### src/rtl/traffic_sensor_arbiter_if.sv
// rtl/traffic_sensor_arbiter_if.sv - sensor/light/priority bundle between intersection control and the arbiter
// Ports:
//   sensor_a_raw, sensor_b_raw : raw asynchronous vehicle sensors
//   light_a, light_b           : light state from each direction FSM (10 red, 01 yellow, 00 green, 11 red)
//   t_a, t_b                   : debounced vehicle-present flags
//   prio_a, prio_b             : mutually exclusive priority bits
// master drives sensors/lights and observes results; slave is the arbiter.
interface traffic_sensor_arbiter_if;
  logic       sensor_a_raw;
  logic       sensor_b_raw;
  logic [1:0] light_a;
  logic [1:0] light_b;
  logic       t_a;
  logic       t_b;
  logic       prio_a;
  logic       prio_b;

  modport master (
    output sensor_a_raw, sensor_b_raw, light_a, light_b,
    input  t_a, t_b, prio_a, prio_b
  );

  modport slave (
    input  sensor_a_raw, sensor_b_raw, light_a, light_b,
    output t_a, t_b, prio_a, prio_b
  );
endinterface

### src/rtl/traffic_sensor_arbiter.sv
// rtl/traffic_sensor_arbiter.sv - sensor synchroniser/debouncer and round-robin priority for two traffic FSMs
// Ports:
//   clk : system clock, rising edge
//   rst : synchronous active-high reset
//   bus : traffic_sensor_arbiter_if.slave (sensors and lights in, t_a/t_b/prio_a/prio_b out)
module traffic_sensor_arbiter #(
  parameter int DEBOUNCE_CYCLES = 4,
  parameter int CNT_W           = $clog2(DEBOUNCE_CYCLES)
) (
  input  logic                     clk,
  input  logic                     rst,
  traffic_sensor_arbiter_if.slave  bus
);

  localparam logic [CNT_W-1:0] CNT_MAX = CNT_W'(DEBOUNCE_CYCLES - 1);

  // Channel 0 is direction A, channel 1 is direction B.
  logic [1:0]       raw;
  logic [1:0]       s1;
  logic [1:0]       s2;
  logic [1:0]       t;
  logic [CNT_W-1:0] cnt [2];

  assign raw = {bus.sensor_b_raw, bus.sensor_a_raw};

  always_ff @(posedge clk) begin
    if (rst) begin
      s1 <= '0;
      s2 <= '0;
      t  <= '0;
      for (int i = 0; i < 2; i++) cnt[i] <= '0;
    end else begin
      s1 <= raw;
      s2 <= s1;
      for (int i = 0; i < 2; i++) begin
        // Any return to the current level clears the count, so a glitch
        // shorter than DEBOUNCE_CYCLES never accumulates across pulses.
        if (s2[i] == t[i]) begin
          cnt[i] <= '0;
        end else if (cnt[i] == CNT_MAX) begin
          t[i]   <= s2[i];
          cnt[i] <= '0;
        end else begin
          cnt[i] <= cnt[i] + 1'b1;
        end
      end
    end
  end

  assign bus.t_a = t[0];
  assign bus.t_b = t[1];

  // Previous lights reset to red so a green present at reset release
  // counts as a fresh green.
  logic [1:0] prev_a;
  logic [1:0] prev_b;

  always_ff @(posedge clk) begin
    if (rst) begin
      prev_a <= 2'b10;
      prev_b <= 2'b10;
    end else begin
      prev_a <= bus.light_a;
      prev_b <= bus.light_b;
    end
  end

  // 11 is not 00, so 11 -> 00 is a rising green like 10 -> 00.
  logic served_a;
  logic served_b;
  logic handover_a;
  logic handover_b;

  assign served_a   = (bus.light_a == 2'b00) && (prev_a != 2'b00);
  assign served_b   = (bus.light_b == 2'b00) && (prev_b != 2'b00);
  // Holder has no demand, the other side does, and the holder is not green.
  assign handover_a = !t[0] && t[1] && (bus.light_a != 2'b00);
  assign handover_b = !t[1] && t[0] && (bus.light_b != 2'b00);

  typedef enum logic {PRIO_A, PRIO_B} prio_state_t;
  prio_state_t state;
  logic        prio_a_q;

  always_ff @(posedge clk) begin
    if (rst) begin
      state    <= PRIO_A;
      prio_a_q <= 1'b1;
    end else begin
      case (state)
        PRIO_A: begin
          if (served_a || handover_a) begin
            state    <= PRIO_B;
            prio_a_q <= 1'b0;
          end
        end
        PRIO_B: begin
          if (served_b || handover_b) begin
            state    <= PRIO_A;
            prio_a_q <= 1'b1;
          end
        end
        default: begin
          state    <= PRIO_A;
          prio_a_q <= 1'b1;
        end
      endcase
    end
  end

  // Both bits come from one flop, so they can never be equal.
  assign bus.prio_a = prio_a_q;
  assign bus.prio_b = ~prio_a_q;

endmodule

### src/flat_wrapper.sv
// flat-port wrapper written by rule: the top's interface ports become plain ports
module traffic_sensor_arbiter_flat 
#(
  parameter int DEBOUNCE_CYCLES = 4,
  parameter int CNT_W           = $clog2(DEBOUNCE_CYCLES)
)
  (clk, rst, bus_sensor_a_raw, bus_sensor_b_raw, bus_light_a, bus_light_b, bus_t_a, bus_t_b, bus_prio_a, bus_prio_b);
  traffic_sensor_arbiter_if bus_i ();
  input  logic clk;
  input  logic rst;
  input wire logic [$bits(bus_i.sensor_a_raw)-1:0] bus_sensor_a_raw;
  input wire logic [$bits(bus_i.sensor_b_raw)-1:0] bus_sensor_b_raw;
  input wire logic [$bits(bus_i.light_a)-1:0] bus_light_a;
  input wire logic [$bits(bus_i.light_b)-1:0] bus_light_b;
  output wire logic [$bits(bus_i.t_a)-1:0] bus_t_a;
  output wire logic [$bits(bus_i.t_b)-1:0] bus_t_b;
  output wire logic [$bits(bus_i.prio_a)-1:0] bus_prio_a;
  output wire logic [$bits(bus_i.prio_b)-1:0] bus_prio_b;
  assign bus_i.sensor_a_raw = bus_sensor_a_raw;
  assign bus_i.sensor_b_raw = bus_sensor_b_raw;
  assign bus_i.light_a = bus_light_a;
  assign bus_i.light_b = bus_light_b;
  assign bus_t_a = bus_i.t_a;
  assign bus_t_b = bus_i.t_b;
  assign bus_prio_a = bus_i.prio_a;
  assign bus_prio_b = bus_i.prio_b;
  traffic_sensor_arbiter #(.DEBOUNCE_CYCLES(DEBOUNCE_CYCLES), .CNT_W(CNT_W)) u_core (.clk(clk), .rst(rst), .bus(bus_i));
endmodule
### config.mk
export PLATFORM = sky130hd
export DESIGN_NAME = traffic_sensor_arbiter_flat
export DESIGN_NICKNAME = d
export VERILOG_FILES = /design/src/rtl/traffic_sensor_arbiter_if.sv /design/src/rtl/traffic_sensor_arbiter.sv /design/src/flat_wrapper.sv
export SDC_FILE = /design/constraint.sdc
export NUM_CORES = 1
export LEC_CHECK = 0
export ABC_AREA = 1
export CAP_MARGIN = 30
export CORE_UTILIZATION = 46
export CTS_BUF_LIST = sky130_fd_sc_hd__clkbuf_2
export CTS_CLUSTER_SIZE = 16
export DETAILED_ROUTE_END_ITERATION = 8
export PLACE_DENSITY = 0.78
export SLEW_MARGIN = 20
export SYNTH_ARGS = -nofsm -noshare
export SYNTH_HDL_FRONTEND = slang
export SYNTH_SLANG_ARGS = --single-unit
### constraint.sdc
create_clock -name clk -period 1 [get_ports clk]
set_input_delay 0.2 -clock clk [delete_from_list [all_inputs] [get_ports clk]]
set_output_delay 0.2 -clock clk [all_outputs]
set_load 0.005 [all_outputs]
==> metrics, run 1 <==
total placed instance area 860 sq um; #FFs+latches synth 16; H-tree levels 1; vias in the first global route 527; Sequential cell area 364 sq um; CP startpoint kind flip-flop; Inst Count DP 115; Crit. End Element flip-flop; share of layout cells above drive strength 1 40.4%; Initial Util 49.1%; initial antenna violation count 0; Area growth, synth to finish 48.7%; clk slew on worst S/H paths 150 ps; Synth Area in Simple Gates 20.7%; Initial DRC Count 5; Worst Setup Slack, final -85.5 ps; largest family of logic cells by synthesized area simple AND/OR/NAND/NOR gates; Die H 39.3 microns; run status finished, violations left; CTS Hold Bufs 0; RSZ-0062 raised after global routing yes; final RePlAce weighted congestion 0.724; CP max-delay cell edfxtp_1; CP Buf/Inv Count 0; Die Span X 39.3 microns; average wire per standard cell 10.8 microns; fin crit period 1090 ps; first drt pass iteration count 2; Arr. time, crit path 1230 ps; final instance area 951 sq um; XOR/XNOR Fraction of Synth Area 1.37%; maximum VDD drop 603 uV; number of buffers created by CTS 3; Max Clock Freq 921 MHz; later-pin clock latency in the skew report 280 ps; global-route wire length before repair 2010 microns; post-synthesis sequential area ratio 56.4%; Yosys warning count 0; Synth cell types 18; Mapped Cells 76; DIE AREA 1540 sq um; DRC viols 0; total congestion overflow 0; Detail Placement HPWL 882 microns; P per Cell Area 1280 nW/um^2; row count 13; worst stage delay on the critical path 420 ps; final WL 1350 microns; Synth Area in Compound Gates 6.46%; # IOs 12; fin cells 124; Hold Violations, Final 0; cell breakdown of the critical path ha_2, a21oi_2, o211ai_1, nor2_1; FILL cells 97; routed vias 554; mapped cell area 639 sq um; CP Class reg -> reg; Final Max Tran Viols 0; area of the multi-input gates 264 sq um; IO Port Bufs 11; post-synthesis mux area share 0%; Root Driver clkbuf_2; final-stage net count 120; gr usage total 20.7%; cell family with most CP delay flip-flops; Final Util 73.1%; Final Setup Violations 4; synthesized area per cell 8.41 sq um; antenna cells 0; core area 1300 sq um; CTS tree built; post-synthesis adder-cell area fraction 3.91%; Leak 0.466 nW; final worst clock skew 3.74 ps; Vias/cell 4.47; hold slack final 408 ps; clk sinks 16; final worst-path cycle share 109%; Power, Total 1.22 mW; max capacitance violation total 0; CP Max Fanout 2; Clock Path Buffers 2; largest net degree at the start of global routing 10; worst path required time 1150 ps; failing checks setup timing; HP Class in -> reg; antenna viol nets, final 0
-- worst min-delay path, delay by kind of cell --
kind                   cells  cell delay [ps]
buffers and inverters      2              440
AND/OR/NAND/NOR            1               30
-- area by class of cell --
cell class	count	share of cell area [%]
repair buffers	27	23.2
clock inverters	1	0.395
well taps	15	1.97
clock buffers	3	1.58
multi-input cells	46	27.8
flip-flops and latches	16	38.3
inverters	16	6.84
-- metrics by stage --
stage | setup TNS, ps | setup WS [ps]
floorplan | 0 | 7.83
global placement | -1700 | -195
detailed placement | -1940 | -233
CTS | -289 | -101
global route | -499 | -152
finish | -178 | -85.5
-- layer usage --
layer / vias up / routed length (microns) / global-route usage [%] / part of all wire (%)
met4: 0 / 6 / 12.9 / 0.45
met5: - / 0 / 0 / 0
li1: 291 / - / - / -
met3: 2 / 37 / 3.41 / 2.8
met2: 9 / 753 / 38.3 / 56
met1: 252 / 547 / 21.2 / 41
-- flip-flops by register name, summed over array words and instances (netlist names) --
signal             cells
u_core.t               2
u_core.s2              2
u_core.cnt             4
u_core.s1              2
u_core.state           1
u_core.prev_a          2
u_core.prev_b          2
u_core.bus.prio_a      1
-- cells in the final DEF (no fill, tap or decap) --
master and count:
nor2_2 1, nand2_2 3, buf_2 3, edfxtp_1 4
xor2_1 1, o211ai_1 1, clkinv_1 1, a21oi_2 3
nand3b_4 1, clkbuf_2 3, a21oi_1 1, nand3_1 1
nand3_2 1, conb_1 4, inv_1 11, buf_6 2
o21ai_2 2, ha_2 2, inv_2 3, buf_4 15
dfxtp_1 9, dfxtp_2 3, nand2_1 12, clkdlybuf4s50_1 7
inv_4 2, nor2_1 13
-- logic make-up after synthesis --
family / after synthesis
adders and majority gates: 2
DFF: 16
buffers and inverters: 17
xor gates and xnor gates: 1
AOI/OAI and AO/OA: 7
and+or+nand+nor: 32
other: 1
-- Yosys cell counts --
| cell type | n | area [sq um] |
|---|---|---|
| nand2_2 | 1 | 6.26 |
| inv_1 | 15 | 56.3 |
| inv_4 | 1 | 6.26 |
| a21oi_2 | 1 | 8.76 |
| ha_1 | 2 | 25.0 |
| nand3b_2 | 1 | 11.3 |
| buf_2 | 1 | 5.00 |
| xor2_1 | 1 | 8.76 |
| nand3_1 | 2 | 10.0 |
| conb_1 | 1 | 3.75 |
| o21ai_1 | 1 | 5.00 |
| o21ai_0 | 1 | 5.00 |
| a21oi_1 | 3 | 15.0 |
| o211ai_1 | 1 | 7.51 |
| dfxtp_1 | 12 | 240 |
| edfxtp_1 | 4 | 120 |
| nand2_1 | 14 | 52.6 |
| nor2_1 | 14 | 52.6 |
-- path summary, 6_finish.rpt --
check	cells after the start	to	from	slack (ps)
hold reg to reg	2	u_core.s2[1]$_SDFF_PP0_	u_core.s1[1]$_SDFF_PP0_	420
hold / removal	3	u_core.s1[1]$_SDFF_PP0_	bus_sensor_b_raw	410
setup reg to reg	4	u_core.cnt[1][1]$_SDFFCE_PN0P_	u_core.cnt[1][0]$_SDFFCE_PN0P_	-90
setup / recovery	4	u_core.cnt[1][1]$_SDFFCE_PN0P_	u_core.cnt[1][0]$_SDFFCE_PN0P_	-90
-- power by group --
part	internal [mW]	switching [mW]	total, mW
Sequential	0.701	0.0179	0.719
Clock	0.0869	0.200	0.287
Combinational	0.120	0.0933	0.213
Total	0.908	0.311	1.22
-- repair_timing --
| action | CTS | global route |
|---|---|---|
| setup buffers | 3 | 2 |
| endpoints found under the setup margin | 8 | 9 |
| gates resized for setup | 26 | 11 |
| gates cloned | 0 | 0 |
| pin swaps | 3 | 6 |
No activity file was read; power rests on OpenSTA's default activity.
==> run 2, diff against run 1 <==
--- a/config.mk
+++ b/config.mk
@@ -12,6 +12,7 @@
 export CTS_CLUSTER_SIZE = 16
 export DETAILED_ROUTE_END_ITERATION = 8
 export PLACE_DENSITY = 0.78
+export SETUP_SLACK_MARGIN = 0.3
 export SLEW_MARGIN = 20
 export SYNTH_ARGS = -nofsm -noshare
 export SYNTH_HDL_FRONTEND = slang
==> run 2 against run 1 <==
The flow still finishes with violations (setup timing). First-iteration DRC count fell by 40%. Cell count shrank 2.4%. Routed wire length is 0.30% lower. Critical path type unchanged. Largest cell class unchanged.
==> metrics, run 2 (synthesis results as in run 1) <==
RSZ-0062 raised after global routing yes (unchanged); cell breakdown of the critical path ha_2, a21oi_2, o211ai_1, nor2_1 (unchanged); maximum VDD drop 971 uV (was 603 uV); setup slack, reg-to-reg -90 ps (about the same); gr usage total 21.7% (was 20.7%); sw frac 25.5% (about the same); Area growth, synth to finish 51.5% (was 48.7%); first drt pass iteration count 4 (was 2); Hold Violations, Final 0 (unchanged); Initial Util 49.1% (unchanged); Internal 907 uW (was 908 uW); Final Max Tran Viols 0 (unchanged); global-route wire length before repair 2150 microns (was 2010 microns); antenna viol nets, final 0 (unchanged); FILL cells 102 (was 97); most frequent cells in the layout nor2_1, inv_1, nand2_1 (was buf_4, nor2_1, nand2_1); Leak 0.466 nW (about the same); IO Port Bufs 11 (unchanged); initial antenna violation count 0 (unchanged); cell family with most CP delay flip-flops (unchanged); later-pin clock latency in the skew report 280 ps (about the same); Clk pwr share 23.0% (was 23.5%); core area 1300 sq um (unchanged); Inst Count DP 114 (was 115); Die Span X 39.3 microns (unchanged); routed vias 549 (was 554); Crit. End Element flip-flop (unchanged); final worst clock skew 1.31 ps (was 3.74 ps); Reg power frac 59.2% (was 59.0%); antenna cells 0 (unchanged); # IOs 12 (unchanged); Sequential cell area 364 sq um (unchanged); Initial DRC Count 3 (was 5); row count 13 (unchanged); final WL 1340 microns (was 1350 microns); clk sinks 16 (unchanged); final instance area 968 sq um (was 951 sq um); H-tree levels 1 (unchanged); Vias/cell 4.54 (was 4.47); CP Buf/Inv Count 0 (unchanged); share of power burned in combinational logic 17.8% (was 17.5%); worst path required time 1150 ps (about the same); share of layout cells above drive strength 1 41.5% (was 40.4%); average wire per standard cell 11.1 microns (was 10.8 microns); CP Class reg -> reg (unchanged); DRC viols 0 (unchanged); commonest non-fill, non-tap cell in the layout nor2_1 (was buf_4); final RePlAce weighted congestion 0.685 (was 0.724); clk slew on worst S/H paths 140 ps (was 150 ps); CP startpoint kind flip-flop (unchanged); Max Clock Freq 913 MHz (was 921 MHz); CTS tree built (unchanged); fin crit period 1090 ps (about the same); HP Class in -> reg (unchanged); CTS Hold Bufs 0 (unchanged); max reg flops 4 (unchanged); Arr. time, crit path 1240 ps (was 1230 ps); DIE AREA 1540 sq um (unchanged); Psw 310 uW (was 311 uW); CP max-delay cell edfxtp_1 (unchanged); P per Cell Area 1260 nW/um^2 (was 1280 nW/um^2); area of the multi-input gates 285 sq um (was 264 sq um); Worst Setup Slack, final -94.8 ps (was -85.5 ps); total congestion overflow 0 (unchanged); largest net degree at the start of global routing 10 (unchanged); total placed instance area 868 sq um (was 860 sq um); Die H 39.3 microns (unchanged); Clock Path Buffers 2 (unchanged); Biggest register u_core.cnt (unchanged); number of buffers created by CTS 3 (unchanged); run status finished, violations left (unchanged); CP Max Fanout 2 (unchanged); fin cells 121 (was 124); Final Setup Violations 6 (was 4); max capacitance violation total 0 (unchanged); final-stage net count 117 (was 120); final worst-path cycle share 109% (about the same); vias in the first global route 561 (was 527); failing checks setup timing (unchanged); Root Driver clkbuf_2 (unchanged); worst stage delay on the critical path 430 ps (was 420 ps); Detail Placement HPWL 974 microns (was 882 microns)
[run 2: path summary, 6_finish.rpt]
check	from	end	cells past startpoint
min reg2reg	u_core.s1[1]$_SDFF_PP0_	u_core.s2[1]$_SDFF_PP0_	2
max reg2reg	u_core.cnt[1][0]$_SDFFCE_PN0P_	u_core.cnt[1][1]$_SDFFCE_PN0P_	4
max	u_core.cnt[1][0]$_SDFFCE_PN0P_	u_core.cnt[1][1]$_SDFFCE_PN0P_	4
min	bus_light_b[0]	u_core.prev_b[0]$_SDFF_PP0_	4
[run 2: repair_timing]
action | in CTS | in global routing
pin swaps | 7 | 3
gates resized for setup | 29 | 11
buffers inserted | 2 | 1
setup endpoints to repair | 20 | 13
[run 2: tightest hold or removal path, delay by kind of cell]
family / cells / cell delay (ps)
buffers and inverters: 3 / 290
and+or+nand+nor: 1 / 30
[run 2: per-stage QoR]
stage	util (%)	setup WS [ps]	hold WS (ps)	setup TNS (ps)	total power [mW]
after floorplan	-	21.2	304	0	0.815
after global placement	66.7	-191	391	-1780	0.906
after detailed placement	66.7	-220	400	-2130	0.916
after CTS	70.2	-83.7	389	-276	1.20
after global routing	74.4	-181	262	-593	1.29
final	74.4	-94.8	265	-261	1.22
[run 2: power groups by stage]
stage | Combinational (mW) | Sequential, mW | Clock [mW]
after CTS | 0.190 | 0.719 | 0.293
after global placement | 0.178 | 0.728 | 0
after detailed placement | 0.185 | 0.731 | 0
final | 0.216 | 0.721 | 0.280
after floorplan | 0.0846 | 0.730 | 0
after global routing | 0.239 | 0.725 | 0.324
[run 2: layer usage]
| layer | up-vias | global-route usage (%) | wire length, microns |
|---|---|---|---|
| li1 | 283 | - | - |
| met1 | 250 | 20.1 | 492 |
| met2 | 14 | 42.9 | 780 |
| met3 | 2 | 3.41 | 53 |
| met4 | 0 | 12.9 | 15 |
| met5 | - | 0 | 0 |
[run 2: layout make-up]
class,instances,share of cell area (%)
repair buffers,24,22.4
well taps,15,1.94
clock inverters,1,0.388
flip-flops and latches,16,37.6
multi-input cells,46,29.5
clock buffers,3,1.55
inverters,16,6.72
